--- config.mk ---
export PLATFORM = sky130hd
export DESIGN_NAME = uart_rx_frame
export DESIGN_NICKNAME = d
export VERILOG_FILES = /design/src/rtl/uart_rx_frame_pkg.sv /design/src/rtl/uart_rx_frame_sync.sv /design/src/rtl/uart_rx_frame.sv
export SDC_FILE = /design/constraint.sdc
export NUM_CORES = 1
export LEC_CHECK = 0
export ABC_AREA = 1
export ABC_CLOCK_PERIOD_IN_PS = 1520
export CAP_MARGIN = 30
export CORE_AREA = 2 2 55 57
export DETAILED_ROUTE_END_ITERATION = 10
export DIE_AREA = 0 0 57 59
export GPL_TIMING_DRIVEN = 1
export PLACE_DENSITY_LB_ADDON = 0.08
export SLEW_MARGIN = 20
export SYNTH_ARGS = -nofsm -noshare
export SYNTH_HDL_FRONTEND = slang
export SYNTH_SLANG_ARGS = --single-unit
export TNS_END_PERCENT = 1
--- constraint.sdc ---
create_clock -name clk -period 1.52 [get_ports clk]
set_clock_uncertainty 0.15 [all_clocks]
set_input_delay 0.304 -clock clk [delete_from_list [all_inputs] [get_ports clk]]
set_output_delay 0.304 -clock clk [all_outputs]
set_load 0.01 [all_outputs]
--- src/rtl/uart_rx_frame_pkg.sv ---
// Shared definitions for the UART framers: state encoding and parity helper.
package uart_rx_frame_pkg;

  typedef enum logic [2:0] {
    StIdle   = 3'd0,
    StStart  = 3'd1,
    StData   = 3'd2,
    StParity = 3'd3,
    StStop   = 3'd4
  } uart_state_e;

  localparam logic LineIdle = 1'b1;

  // Data is zero-padded to 8 bits; padding does not change the XOR reduction.
  function automatic logic calc_perr(input logic [7:0] data, input logic par_bit,
                                     input logic odd);
    return (^data) ^ par_bit ^ odd;
  endfunction

endpackage

--- src/rtl/uart_rx_frame_sync.sv ---
// Two-flop synchroniser for the RX pin plus an edge flop for start-edge detection.
module uart_rx_frame_sync
  import uart_rx_frame_pkg::*;
(
  input  logic clk,
  input  logic rst,
  input  logic rx_pin,
  output logic rxd,
  output logic fall
);

  logic meta_q, rxd_q, rxd_dly_q;

  // Reset to the idle line level so reset release never looks like a start edge.
  always_ff @(posedge clk) begin
    if (rst) begin
      meta_q    <= LineIdle;
      rxd_q     <= LineIdle;
      rxd_dly_q <= LineIdle;
    end else begin
      meta_q    <= rx_pin;
      rxd_q     <= meta_q;
      rxd_dly_q <= rxd_q;
    end
  end

  assign rxd  = rxd_q;
  assign fall = rxd_dly_q & ~rxd_q;

endmodule

--- src/rtl/uart_rx_frame.sv ---
// UART receive framer: start detect, mid-bit sampling on clk_bps, LSB-first assembly.
module uart_rx_frame
  import uart_rx_frame_pkg::*;
#(
  parameter int unsigned DATA_BITS  = 8,
  parameter int unsigned PARITY_EN  = 0,
  parameter int unsigned PARITY_ODD = 0
) (
  input  logic                 clk,
  input  logic                 rst,
  input  logic                 rx_pin,
  input  logic                 clk_bps,
  output logic                 bps_start,
  output logic [DATA_BITS-1:0] rx_data,
  output logic                 rx_valid,
  output logic                 frame_err,
  output logic                 parity_err,
  output logic                 rx_busy
);

  localparam int unsigned CntW = $clog2(DATA_BITS + 1);

  logic rxd, fall;

  uart_rx_frame_sync u_sync (
    .clk    (clk),
    .rst    (rst),
    .rx_pin (rx_pin),
    .rxd    (rxd),
    .fall   (fall)
  );

  uart_state_e          state_q, state_d;
  logic [DATA_BITS-1:0] shift_q, shift_d;
  logic [CntW-1:0]      cnt_q, cnt_d;
  logic                 perr_q, perr_d;
  logic [DATA_BITS-1:0] data_q, data_d;
  logic                 bps_q, bps_d;
  logic                 valid_q, valid_d;
  logic                 ferr_q, ferr_d;
  logic                 perr_out_q, perr_out_d;

  always_comb begin
    state_d    = state_q;
    shift_d    = shift_q;
    cnt_d      = cnt_q;
    perr_d     = perr_q;
    data_d     = data_q;
    bps_d      = bps_q;
    valid_d    = 1'b0;
    ferr_d     = 1'b0;
    perr_out_d = 1'b0;
    unique case (state_q)
      StIdle: begin
        // clk_bps is meaningless here; only the synchronised falling edge matters.
        if (fall) begin
          state_d = StStart;
          bps_d   = 1'b1;
        end
      end
      StStart: begin
        if (clk_bps) begin
          if (!rxd) begin
            state_d = StData;
            cnt_d   = '0;
          end else begin
            state_d = StIdle;
            bps_d   = 1'b0;
          end
        end
      end
      StData: begin
        if (clk_bps) begin
          shift_d = {rxd, shift_q[DATA_BITS-1:1]};
          cnt_d   = cnt_q + CntW'(1);
          if (cnt_q == CntW'(DATA_BITS - 1)) begin
            state_d = (PARITY_EN != 0) ? StParity : StStop;
          end
        end
      end
      StParity: begin
        if (clk_bps) begin
          perr_d  = calc_perr(8'(shift_q), rxd, PARITY_ODD != 0);
          state_d = StStop;
        end
      end
      StStop: begin
        if (clk_bps) begin
          if (rxd) begin
            data_d     = shift_q;
            valid_d    = 1'b1;
            perr_out_d = perr_q & (PARITY_EN != 0);
          end else begin
            ferr_d = 1'b1;
          end
          state_d = StIdle;
          bps_d   = 1'b0;
        end
      end
      default: begin
        state_d = StIdle;
        bps_d   = 1'b0;
      end
    endcase
  end

  always_ff @(posedge clk) begin
    if (rst) begin
      state_q    <= StIdle;
      shift_q    <= '0;
      cnt_q      <= '0;
      perr_q     <= 1'b0;
      data_q     <= '0;
      bps_q      <= 1'b0;
      valid_q    <= 1'b0;
      ferr_q     <= 1'b0;
      perr_out_q <= 1'b0;
    end else begin
      state_q    <= state_d;
      shift_q    <= shift_d;
      cnt_q      <= cnt_d;
      perr_q     <= perr_d;
      data_q     <= data_d;
      bps_q      <= bps_d;
      valid_q    <= valid_d;
      ferr_q     <= ferr_d;
      perr_out_q <= perr_out_d;
    end
  end

  assign bps_start  = bps_q;
  assign rx_data    = data_q;
  assign rx_valid   = valid_q;
  assign frame_err  = ferr_q;
  assign parity_err = perr_out_q;
  assign rx_busy    = (state_q != StIdle);

endmodule

### Yosys cells after proc, flatten, opt, wreduce, memory -nomap -nowiden

Cells that the tools add are included.
Widths: inputs -> output; s select.

| cells by class | value |
|---|---|
| add/subtract/negate cells | 1 |
| multiply operators | 0 |
| divide/modulo/power cells | 0 |
| $lt $le $gt $ge | 0 |
| eq/ne operators | 13 |
| shifts and indexed selects | 0 |
| muxes and demuxes | 19 |
| bitwise operators | 5 |
| reduce and logical (&&, ||, !) cells | 10 |

Operators by type and width:

| cell | number |
|---|---|
| $mux 3 | 6 |
| $pmux 3 s5 | 1 |
| $ne 2x2->1 const B | 7 |
| $mux 4 | 3 |
| $pmux 4 s2 | 1 |
| $eq 3x2->1 const B | 2 |
| $mux 1 | 6 |
| $reduce_and 6->1 | 1 |
| $reduce_and 5->1 | 1 |
| $add 4x1->4 const B | 1 |
| $eq 4x3->1 const B | 1 |
| $not 1->1 | 4 |
| $pmux 1 s4 | 1 |
| $reduce_and 4->1 | 1 |
| $eq 3x1->1 const B | 1 |
| $eq 3x3->1 const B | 1 |
| $logic_not 3->1 | 1 |
| $reduce_and 3->1 | 1 |
| $reduce_bool 3->1 | 1 |
| $reduce_or 3->1 | 1 |
| $mux 2 | 1 |
| $ne 2x1->1 const B | 1 |
| $reduce_and 2->1 | 1 |
| $reduce_bool 2->1 | 1 |
| other kinds (2) | 2 |

| storage, ports and cells | value |
|---|---|
| register bits after elaboration | 29 |
| latch bits | 0 |
| bits in writable memories | 0 |
| ROM bits | 0 |
| input bits | 4 |
| output and inout port bits | 13 |
| word-level logic and storage cells | 58 |
| memories | 0 |

### Logic depth before layout (Yosys ltp)

| logic depth | value |
|---|---|
| depth in word-level cells | 4 |
| mapped depth | 9 |
| depth with buffers taken out | 9 |

### By module

From an unflattened synthesis, not the netlist that was laid out.

| second synthesis, totals | value |
|---|---|
| cell total of the unflattened synthesis | 166 |
| area total of the unflattened synthesis | 1218.7 um2 |

Modules (own cells, without submodules):

| module | times used | cells each | area each (um2) | seq. area each (um2) |
|---|---|---|---|---|
| uart_rx_frame | 1 | 154 | 1124.8 | 520.5 |
| uart_rx_frame_sync | 1 | 12 | 93.8 | 60.1 |

### Least setup slack after synthesis

OpenSTA, ideal clock, no wires.

| timing path | value |
|---|---|
| kind | reg2reg |
| start point | reg state_q[0] |
| end point | reg data_q[1], in the netlist rx_data[1] |
| library setup time | 0.134 ns |
| arrival | 0.970 ns |
| required time | 1.236 ns |
| setup slack | 0.266 ns |
| cell stages (with the launch flop) | 7 |
| buffers on the path | 0 |
| period minus slack after synthesis | 1.254 ns |
| cells stage by stage | dfxtp_1 > nor2_2 > nand2_2 > nor2_8 > nand2_4 > nand2_1 > a21oi_1 |

| between the ends | value |
|---|---|
| word-level cells in the longest chain between the ends | 2 |

Ends and longest elaborated chain:

| what | RTL line | RTL |
|---|---|---|
| from (decl) | uart_rx_frame.sv:33 | `uart_state_e state_q, state_d;` |
| from (signal assigned) | uart_rx_frame.sv:109 | `state_q <= StIdle;` |
| from (signal assigned) | uart_rx_frame.sv:119 | `state_q <= state_d;` |
| $eq 3x3->1 | uart_rx_frame.sv:53 | `unique case (state_q)` |
| $reduce_and 3->1 (no source line) | n/a |  |
| to (signal assigned) | uart_rx_frame.sv:123 | `data_q <= data_d;` |
| to (decl) | uart_rx_frame.sv:37 | `logic [DATA_BITS-1:0] data_q, data_d;` |

Every way passes these cells.
A chain may end at the register's enable or synchronous reset.

### Final worst setup path

| timing path | value |
|---|---|
| start point | reg state_q[1] |
| end point | out rx_busy |

| between the ends | value |
|---|---|
| word-level cells in the longest chain between the ends | 1 |

Ends and longest elaborated chain:

| what | RTL line | RTL |
|---|---|---|
| $reduce_bool 3->1 | uart_rx_frame.sv:136 | `assign rx_busy = (state_q != StIdle);` |
| to (decl) | uart_rx_frame.sv:18 | `output logic rx_busy` |

Every way passes these cells.

==> out/qor.csv <==
metric,value,unit
crit_fanout,2,
synth_top_area_frac,0.4808,
initial_utilization,0.4455,
slew_violations,0,
drc,0,
cp.arrival,970,ps
cp-end-kind,output pin,
mostFrequentLayoutCells,"dfxtp_1 (28), nand2_1 (24), nor2_1 (22)",
core,2710,µm²
synth_cells,153,
synthTopCellsByArea,"dfxtp_1 (48%), nand2_1 (7.5%), nor2_1 (7.2%), nand3_1 (6.2%), a21oi_1 (5.0%)",
cts_sinks,29,
start_kind,register,
min_delay_path_depth,1,
power_density,1584,nW/µm²
wl_met2,1085,µm
grt.total_usage,0.1564,
r2r_slack,120,ps
ys_seq_area_frac,0.4808,
syn-num-nets,158,
viasPerCell,4.853,
max_freq,704.6,MHz
netlist_area,1207,µm²
h-tree-depth,2,
synth_top_area_cell,dfxtp_1,
final_core_util,0.5794,
drive_gt1_frac,0.2366,
rows,19,
ir_drop,1201,µV
dieArea,3363,µm²
worstHoldEndpoint,u_sync.rxd,
place_congestion,0.8641,
grt_max_degree,11,
syn_to_final_growth,30.05,%
timing.rr.end,state_q[1],
r2r_cells,7,
die_h,59,µm
path_class,register to output pin,
vias,1053,
met3_wirelength,80,µm
clkTransAtPathRegs,100,ps
fp.dieW,57,µm
ant_nets,0,
synthDistinctLibCells,27,
numCtsBuffers,5,
hold_start,u_sync.meta_q,
mostFrequentLayoutCell,dfxtp_1,
power.leakage,0.7543,nW
wirelength,2354,µm
antenna_found_initial,0,
firstDrtPassIters,4,
placed_area,1478,µm²
port-buffer-count,15,
post-route-period-util,0.9337,
routedWlPerCell,10.85,µm
cts_tree,built,
setup_viol,0,
routed.top_layer,met4,
post_cts.repair.setup_buffers,0,
crit_required,1070,ps
synth_seq_cells,29,
outcome,completed,
hold_viol,0,
wl_met1,1171,µm
clock_latency,310,ps
diodes,0,
yosys_warnings,0,
rsz0062_at_grt,yes,
first_global_vias,997,
grt.overflow.total,0,
drtIter0Drc,15,
period_minus_slack,1419,ps
dpl.hpwl,1779,µm
cap_violations,0,
final_cell_area,1570,µm²
reg2reg_from,state_q[1],
syn_avg_cell_area,7.892,µm²
grt_first_pass_wirelength,4091,µm
root_buffer,clkbuf_4,
hold_class,register to register,
clk_path_buf_depth,2,
nNetsFinal,190,
pin_count,17,
worst max-delay path by stage:
stage	endpoint	slack, ps	start	cells after the start
global placement	state_q[1]	-140	clk_bps	7
floorplan	rx_data[1]	270	state_q[0]	6
finish	rx_busy	100	state_q[1]	3
global route	shift_q[2]	-20	state_q[1]	8
detailed placement	state_q[1]	-170	clk_bps	7
CTS	rx_busy	80	state_q[1]	3
cell families (layout without fill, tap and decap cells):
kind of cell	count (synthesis)	count (layout)	synth area share
AOI/OAI and AO/OA	23	23	0.1005
DFF	29	29	0.4808
xor gates and xnor gates	2	2	0.01451
other	1	1	0.003106
buffers and inverters	15	48	0.05700
adders and majority gates	1	1	0.01036
and+or+nand+nor	82	82	0.3337
cells in the mapped netlist (all sizes together):
cell type / count
nor3: 1
clkbuf: 2
and2b: 1
buf: 3
a21oi: 13
inv: 10
ha: 1
or2: 2
nand2: 31
nand3: 17
conb: 1
nor2: 27
dfxtp: 29
xor2: 2
o211ai: 1
o21ai: 9
nand4: 3
sequential cells by signal (all words and copies together) (netlist names):
name	count
u_sync.rxd	1
bps_start	1
rx_data	8
cnt_q	4
u_sync.rxd_dly_q	1
u_sync.meta_q	1
state_q	3
rx_valid	1
frame_err	1
shift_q	8
area by class of cell:
cell class	count	area [µm²]
clock inverter	3	65.06
timing repair buffer	30	244.0
multi-input combinational	109	565.5
clock buffer	5	37.54
tap	31	38.79
fill	261	1140
inverter	10	37.54
sequential	29	581.8
power by group:
| part | total, mW | switching, mW | leakage [nW] | internal, mW |
|---|---|---|---|---|
| Combinational | 0.792 | 0.456 | 0.463 | 0.336 |
| Sequential | 0.920 | 0.0652 | 0.236 | 0.855 |
| Clock | 0.775 | 0.265 | 0.0552 | 0.509 |
| Total | 2.49 | 0.787 | 0.754 | 1.70 |
metal layers:
layer,global-route usage,vias up
li1,-,559
met1,0.1959,474
met2,0.2562,18
met3,0.03930,2
met4,0.06977,0
met5,0,-
critical path, cell delays in order (launching register included):
cell and delay [ps]:
dfxtp_2 340, nor2_4 120, nand2_2 60, buf_2 130
metrics by stage:
step | setup TNS (ps) | instances | hold WS [ps] | setup slack (ps) | total power, mW
6_report | 0 | 217 | 264.6 | 100.7 | 2.487
5_1_grt | -65.29 | 217 | 290.1 | -21.35 | 2.664
4_1_cts | 0 | 217 | 268.0 | 81.81 | 2.505
3_5_place_dp | -2817 | 209 | 246.9 | -166.3 | 1.736
3_3_place_gp | -2220 | 209 | 242.3 | -142.3 | 1.717
2_1_floorplan | 0 | 153 | 223.1 | 266.4 | 1.442
timing repair:
action                                  in CTS  in global routing
endpoints found under the setup margin      12                  5
gates resized for setup                     17                  1
pin swaps                                    1                  0
hold buffers                                 0                  0
Power figures use the tool's default switching activity.
